===== config.mk =====
export PLATFORM = sky130hd
export DESIGN_NAME = id_pipe
export DESIGN_NICKNAME = d
export VERILOG_FILES = /design/src/rtl/id_pipe.sv
export SDC_FILE = /design/constraint.sdc
export NUM_CORES = 1
export LEC_CHECK = 0
export BUFFER_PORTS_ARGS = -buffer_cell sky130_fd_sc_hd__buf_2
export CAP_MARGIN = 25
export CORE_AREA = 2 2 136 138
export CTS_BUF_LIST = sky130_fd_sc_hd__clkbuf_8
export CTS_CLUSTER_SIZE = 8
export DETAILED_ROUTE_END_ITERATION = 12
export DIE_AREA = 0 0 138 140
export GPL_TIMING_DRIVEN = 0
export PLACE_DENSITY = 0.68
export REMOVE_ABC_BUFFERS = 1
export SYNTH_ARGS = -nofsm -noshare
export SYNTH_HDL_FRONTEND = slang
export SYNTH_SLANG_ARGS = --single-unit

===== constraint.sdc =====
create_clock -name clk -period 2.94 [get_ports clk]
set_input_delay 0.294 -clock clk [delete_from_list [all_inputs] [get_ports clk]]
set_output_delay 0.294 -clock clk [all_outputs]
set_load 0.02 [all_outputs]

===== src/rtl/id_pipe.sv =====
// Instruction decode stage: decodes a small MIPS-style logic subset, resolves operands
// through a forwarding network, detects load-use hazards and drives a registered ID->EX slot.
module id_pipe #(
  parameter int DATA_W = 32,
  parameter int REG_AW = 5,
  parameter int FWD_N  = 2,
  parameter int CNT_W  = 16
) (
  input  logic                      clk,
  input  logic                      rst,
  input  logic                      in_valid,
  output logic                      in_ready,
  input  logic [31:0]               in_inst,
  input  logic [DATA_W-1:0]         in_pc,
  output logic                      re1,
  output logic                      re2,
  output logic [REG_AW-1:0]         raddr1,
  output logic [REG_AW-1:0]         raddr2,
  input  logic [DATA_W-1:0]         rdata1,
  input  logic [DATA_W-1:0]         rdata2,
  input  logic [FWD_N-1:0]          fwd_we,
  input  logic [FWD_N*REG_AW-1:0]   fwd_addr,
  input  logic [FWD_N*DATA_W-1:0]   fwd_data,
  input  logic                      ex_load,
  input  logic                      flush,
  output logic                      out_valid,
  input  logic                      out_ready,
  output logic [7:0]                out_aluop,
  output logic [DATA_W-1:0]         out_op1,
  output logic [DATA_W-1:0]         out_op2,
  output logic                      out_we,
  output logic [REG_AW-1:0]         out_waddr,
  output logic [DATA_W-1:0]         out_pc,
  output logic                      out_illegal,
  output logic [CNT_W-1:0]          stall_cnt
);

  logic [5:0]        opc, funct;
  logic [7:0]        aluop_d;
  logic              we_d, illegal_d;
  logic [REG_AW-1:0] dst_d, a0;
  logic [DATA_W-1:0] imm_d, op1_d, op2_d;
  logic              hazard, free;
  logic              unused_shamt;

  assign opc          = in_inst[31:26];
  assign funct        = in_inst[5:0];
  assign raddr1       = REG_AW'(in_inst[25:21]);
  assign raddr2       = REG_AW'(in_inst[20:16]);
  assign unused_shamt = ^in_inst[10:6];

  always_comb begin
    aluop_d   = 8'h00;
    re1       = 1'b0;
    re2       = 1'b0;
    we_d      = 1'b0;
    illegal_d = 1'b0;
    dst_d     = REG_AW'(in_inst[20:16]);
    imm_d     = DATA_W'(in_inst[15:0]);
    case (opc)
      6'h0C: begin aluop_d = 8'h24; re1 = 1'b1; we_d = 1'b1; end
      6'h0D: begin aluop_d = 8'h25; re1 = 1'b1; we_d = 1'b1; end
      6'h0E: begin aluop_d = 8'h26; re1 = 1'b1; we_d = 1'b1; end
      6'h0F: begin
        aluop_d = 8'h0F;
        we_d    = 1'b1;
        imm_d   = DATA_W'({in_inst[15:0], 16'h0000});
      end
      6'h00: begin
        if (funct >= 6'h24 && funct <= 6'h27) begin
          aluop_d = {2'b00, funct};
          re1     = 1'b1;
          re2     = 1'b1;
          we_d    = 1'b1;
          dst_d   = REG_AW'(in_inst[15:11]);
        end else begin
          illegal_d = 1'b1;
        end
      end
      default: illegal_d = 1'b1;
    endcase
  end

  // Lowest forwarding index is the youngest producer, so it is applied last and wins.
  function automatic logic [DATA_W-1:0] resolve(
    input logic                    en,
    input logic [REG_AW-1:0]       a,
    input logic [DATA_W-1:0]       rf,
    input logic [DATA_W-1:0]       dflt,
    input logic [FWD_N-1:0]        fw,
    input logic [FWD_N*REG_AW-1:0] fa,
    input logic [FWD_N*DATA_W-1:0] fd
  );
    logic [DATA_W-1:0] v;
    v = rf;
    for (int i = FWD_N - 1; i >= 0; i--)
      if (fw[i] && fa[i*REG_AW +: REG_AW] == a) v = fd[i*DATA_W +: DATA_W];
    if (a == '0) v = '0;
    if (!en) v = dflt;
    return v;
  endfunction

  always_comb begin
    op1_d = resolve(re1, raddr1, rdata1, '0,    fwd_we, fwd_addr, fwd_data);
    op2_d = resolve(re2, raddr2, rdata2, imm_d, fwd_we, fwd_addr, fwd_data);
  end

  assign a0     = fwd_addr[REG_AW-1:0];
  assign hazard = in_valid & ex_load & fwd_we[0] & (a0 != '0) &
                  ((re1 & (raddr1 == a0)) | (re2 & (raddr2 == a0)));
  assign free   = ~out_valid | out_ready;
  // A flush always consumes the input, even while stalled or back-pressured.
  assign in_ready = ~rst & (flush | (~hazard & free));

  always_ff @(posedge clk) begin
    if (rst) begin
      out_valid   <= 1'b0;
      out_we      <= 1'b0;
      out_illegal <= 1'b0;
      out_aluop   <= 8'h00;
      out_op1     <= '0;
      out_op2     <= '0;
      out_waddr   <= '0;
      out_pc      <= '0;
      stall_cnt   <= '0;
    end else begin
      if (flush) begin
        out_valid <= 1'b0;
        out_we    <= 1'b0;
      end else if (free) begin
        out_valid   <= in_valid & ~hazard;
        out_we      <= in_valid & ~hazard & we_d & ~illegal_d;
        out_illegal <= illegal_d;
        out_aluop   <= aluop_d;
        out_op1     <= op1_d;
        out_op2     <= op2_d;
        out_waddr   <= dst_d;
        out_pc      <= in_pc;
      end
      if (hazard && !flush && stall_cnt != '1)
        stall_cnt <= stall_cnt + 1'b1;
    end
  end

endmodule


==> flow_results.org <==
** Run status
- The flow ran to the end, and the final reports show no timing, DRC or antenna violations.

** Placed design
- Placer congestion estimate :: 0.8687
- Cell area after placement :: 8446 um^2
- Input and output buffers added on the ports amount to 348.
- Before CTS, the worst setup slack after placement is -0.01063 ns.
- DP Wirelength :: 17,180 um

** Synthesis
- Number of flops mapped to enable cells by yosys :: 0
- Library cell with the largest summed area after synthesis :: sky130_fd_sc_hd__dfxtp_1
- After synthesis, the mean cell area works out to 8.380 um^2.
- Post-synthesis cell area :: 6477 um^2
- Of all flip-flops after synthesis, the portion carrying an async set or reset was 0%.
- Cell variety after synth :: 49
- Register bit total from synthesis :: 126
- Yosys printed 0 warnings.
- Ranked by total cell area, the synthesized netlist is headed by sky130_fd_sc_hd__dfxtp_1, sky130_fd_sc_hd__mux2i_1, sky130_fd_sc_hd__a21oi_1, sky130_fd_sc_hd__nor2_1, sky130_fd_sc_hd__nand2_1.
- Cell count after synthesis :: 773
- Summed over its instances, the top area cell type makes up 38.94% of the synthesized netlist area.
- In the synthesized netlist the dominant register cell turns out to be sky130_fd_sc_hd__dfxtp_1.
- Seq/Total Area, Yosys :: 38.94%

** Setup path
- On the critical path the largest part of the delay comes from simple AND/OR/NAND/NOR gates.
- Worst path buffer plus inverter count :: 0
- Reg-to-reg critical path endpoint :: stall_cnt[14]$_SDFFE_PP0P_
- The worst setup path is launched from a flop.
- Critical path cell sequence :: ha_1, and2_0, and3_1, a2111oi_2, o211ai_4, nor4_1, mux2_2
- Data arrives at the worst endpoint at 3.06 ns.
- Worst-path cell with the longest stage delay :: sky130_fd_sc_hd__a2111oi_2
- Setup slack on the worst reg-to-reg path comes out at 0.20 ns.
- The worst setup path is of the reg -> reg kind.
- In this run the critical register-to-register path is launched from stall_cnt[0]$_SDFFE_PP0P_.
- Endpoint required time on the critical path :: 3.26 ns
- In this design, the stage delay of the slowest critical-path cell is 0.41 ns.
- Critical path endpoint category :: flop
- Critical-path maximum fanout :: 25
- For the worst flop-to-flop path, the logic depth is 7.

** STA
- Total negative setup slack :: 0 ns
- Transition time at the pin with the least slew margin :: 0.9787 ns
- Maximum clock frequency :: 365.3 MHz
- Setup slack on the critical path of the routed design comes to 0.2028 ns.
- Final critical path time including I/O delays and setup :: 2.737 ns
- Rel. slew slack :: 34.60%
- Final worst-path cycle share :: 93.10%
- Setup violations remaining at the end of the flow were counted as 0.
- The count of endpoints failing hold in the final timing report came to 0.
- Setup skew after layout :: 0.007228 ns
- Number of pins exceeding their max-slew limit in the final report :: 0
- On the final layout, the worst hold slack is 0.08471 ns.
- Setup repair after global routing left no endpoint under its margin.

** Global routing
- Overall routing resource usage :: 22.86%
- Pin count of the biggest net entering global routing :: 76
- The initial antenna violation count came to 1.
- The total overflow left after global routing is 0.
- First-pass GRT wire length :: 35,070 um
- The number of global-route vias before repair came to 6,359.

** CTS
- The clock passes through at most 2 buffers.
- In this run, post-CTS repair resized a total of 0 instances.
- TritonCTS Sinks :: 126
- CTS clk-pin slew, worst paths :: 0.08 ns
- Post-CTS Setup Inserts :: 0
- Clock tree synthesis selected as its root buffer the cell sky130_fd_sc_hd__clkbuf_8.
- The number of hold buffers added after CTS was 0.
- The clock tree synthesis step divided the H-tree into 4 levels.
- Counting the buffers created by CTS gives 17.
- TritonCTS clock tree :: built
- For the worst-skew pair, the clock arrives at the later sink with an insertion delay of 0.44 ns.

** Floorplanning
- Placeable core region :: 17,780 um^2
- The die is 138 um wide.
- Std-Cell Rows :: 49
- Measured along the y axis, the die boundary spans 140 um.
- Once the floorplan was initialized, standard cells occupied 36.43% of the core.
- Pin placement for this block handled 351 I/O pins.
- Total die area :: 19,320 um^2

** Route
- After the first detailed-routing iteration, the DRC count stood at 317.
- After detailed routing, the number of remaining DRC violations is 0.
- The detail route stage leaves a number of antenna-violating nets equal to 0.
- Across all layers, the routed design uses 7,004 vias.
- After detailed routing, the total wire length is 23,070 um.
- Dividing the detail-routed wire length by the instance count gives 17.40 um.
- For this run, the detailed router's first-pass iteration total came to 5.
- After detailed routing, the number of vias per cell comes to 5.282.

** Pwr
- Across the VDD grid, the largest voltage drop is 0.2277 mV.
- Summed over all cells, the static leakage comes to 3.925 nW.
- In this run the power density over the cells is 457.1 nW/um^2.

** Final layout
- Final core utilization :: 49.82%
- Multi-input combinational cell area :: 3657 um^2
- Sequential standard cell area :: 2522 um^2
- Fill count :: 1,699
- Layout cells sized above 1 :: 37.50%
- The final layout contains 1,294 nets.
- From synthesis to final layout, the design area changed by 36.76%.
- Design area :: 8859 um^2

** Min path
- Number of cells on the worst hold path :: 3
- In this run the worst hold path is classified as in -> reg.
- Hold path startpoint :: in_pc[22]
- The worst hold path terminates at out_pc[22]$_SDFFE_PP0P_.

** Job
- Max cap viols :: 0
## cells in the mapped netlist (2+ instances only)
cell                       number
sky130_fd_sc_hd__dfxtp_1      126
sky130_fd_sc_hd__a21oi_1      114
sky130_fd_sc_hd__nor2_1        85
sky130_fd_sc_hd__nand2_1       77
sky130_fd_sc_hd__mux2i_1       70
sky130_fd_sc_hd__clkbuf_1      45
sky130_fd_sc_hd__a22o_1        32
sky130_fd_sc_hd__o21ai_0       25
sky130_fd_sc_hd__a211oi_1      21
sky130_fd_sc_hd__a211o_1       16
sky130_fd_sc_hd__o21bai_1      16
sky130_fd_sc_hd__xor2_1        15
sky130_fd_sc_hd__a22oi_1       14
sky130_fd_sc_hd__buf_4         14
sky130_fd_sc_hd__nor3_1        10
sky130_fd_sc_hd__buf_2          9
sky130_fd_sc_hd__or3_1          8
sky130_fd_sc_hd__nand3_1        7
sky130_fd_sc_hd__or4_1          7
sky130_fd_sc_hd__xnor2_1        6
sky130_fd_sc_hd__and3_1         5
sky130_fd_sc_hd__nand4_1        5
sky130_fd_sc_hd__o31ai_1        5
sky130_fd_sc_hd__and4_1         4
sky130_fd_sc_hd__nor2b_1        3
sky130_fd_sc_hd__nor3b_1        3
sky130_fd_sc_hd__nor4_1         3
sky130_fd_sc_hd__a221oi_1       2
sky130_fd_sc_hd__and2_1         2
sky130_fd_sc_hd__and3_2         2
sky130_fd_sc_hd__buf_1          2
sky130_fd_sc_hd__mux2_2         2
sky130_fd_sc_hd__nand2b_1       2
## power by group
group	leakage (nW)	internal (mW)	total [mW]	switching (mW)
Combinational	2.71	0.274	0.667	0.393
Sequential	1.03	1.77	1.80	0.0278
Clock	0.186	0.824	1.59	0.763
## how the worst max path moves through the flow
stage / startpoint / to / slack (ns) / depth (start not counted)
finish: stall_cnt[0]$_SDFFE_PP0P_ / stall_cnt[14]$_SDFFE_PP0P_ / 0.20 / 7
global route: out_valid$_SDFFE_PP0N_ / out_op2[4]$_SDFFE_PP0P_ / 0.03 / 7
CTS: in_inst[3] / in_ready / 0.19 / 8
detailed placement: in_inst[3] / out_op2[4]$_SDFFE_PP0P_ / -0.01 / 8
global placement: flush / out_op1[26]$_SDFFE_PP0P_ / -4.43 / 4
floorplan: out_valid$_SDFFE_PP0N_ / out_op1[0]$_SDFFE_PP0P_ / -1.14 / 4
## placed cells by master (no fill, tap or decap), drive strengths merged, types with 3 or more instances in the layout
cell type / count
a22o: 32
and2: 3
inv: 3
nand4: 5
nand2: 77
nor3: 10
a211o: 16
nor2b: 3
nor3b: 3
mux2i: 70
nor4: 3
clkinvlp: 7
o31ai: 5
and4: 4
xnor2: 6
dfxtp: 126
xor2: 15
and3: 7
o21ai: 26
a21oi: 114
nand3: 7
or4: 7
clkbuf: 20
nor2: 85
a22oi: 14
buf: 361
or3: 8
a211oi: 21
o21bai: 16
## stage by stage
| stage | total power, mW | std cells |
|---|---|---|
| after floorplan | 2.138 | 703 |
| after detailed placement | 2.504 | 1293 |
| after global placement | 2.482 | 1280 |
| after CTS | 4.096 | 1325 |
| after global routing | 4.236 | 1325 |
| final | 4.050 | 1326 |
## state kept, by name (all words and copies together) (netlist names)
| register | cells |
|---|---|
| out_we | 1 |
| out_op2 | 32 |
| out_illegal | 1 |
| out_waddr | 5 |
| stall_cnt | 16 |
| out_valid | 1 |
| out_op1 | 32 |
| out_pc | 32 |
| out_aluop | 6 |
## routing by layer
metal  GRT usage, %  vias up  routed length (um)
met2          38.43      319               11060
met5              0        -                   0
met4          8.485        0                 531
met1          28.23     3231                9634
met3          6.017       32                1848
li1               -     3422                   -
## cells by family (layout without fill, tap and decap cells)
group,Yosys count,count (layout),synth area share [%]
xor+xnor,21,21,2.840
mux,72,72,11.16
fa+ha+maj,1,1,0.1931
compound gates,253,253,25.57
other cells,1,3,0.05789
simple gates,227,227,15.96
buf+inv,72,394,5.273
flops,126,126,38.94
## cell type report
| cell class | count | area share (%) |
|---|---|---|
| clock inverter | 12 | 1.525 |
| timing repair buffer | 361 | 22.30 |
| inverter | 1 | 0.04237 |
| clock buffer | 20 | 3.107 |
| multi-input combinational | 576 | 41.29 |
| sequential | 126 | 28.47 |
| antenna | 1 | 0.02825 |
| tap | 229 | 3.234 |
## worst min-delay path, stage by stage
cell	delay, ns
sky130_fd_sc_hd__buf_2	0.10
sky130_fd_sc_hd__nand2_1	0.04
sky130_fd_sc_hd__a21oi_1	0.05
Note: power is estimated with default switching activity, not from simulation.
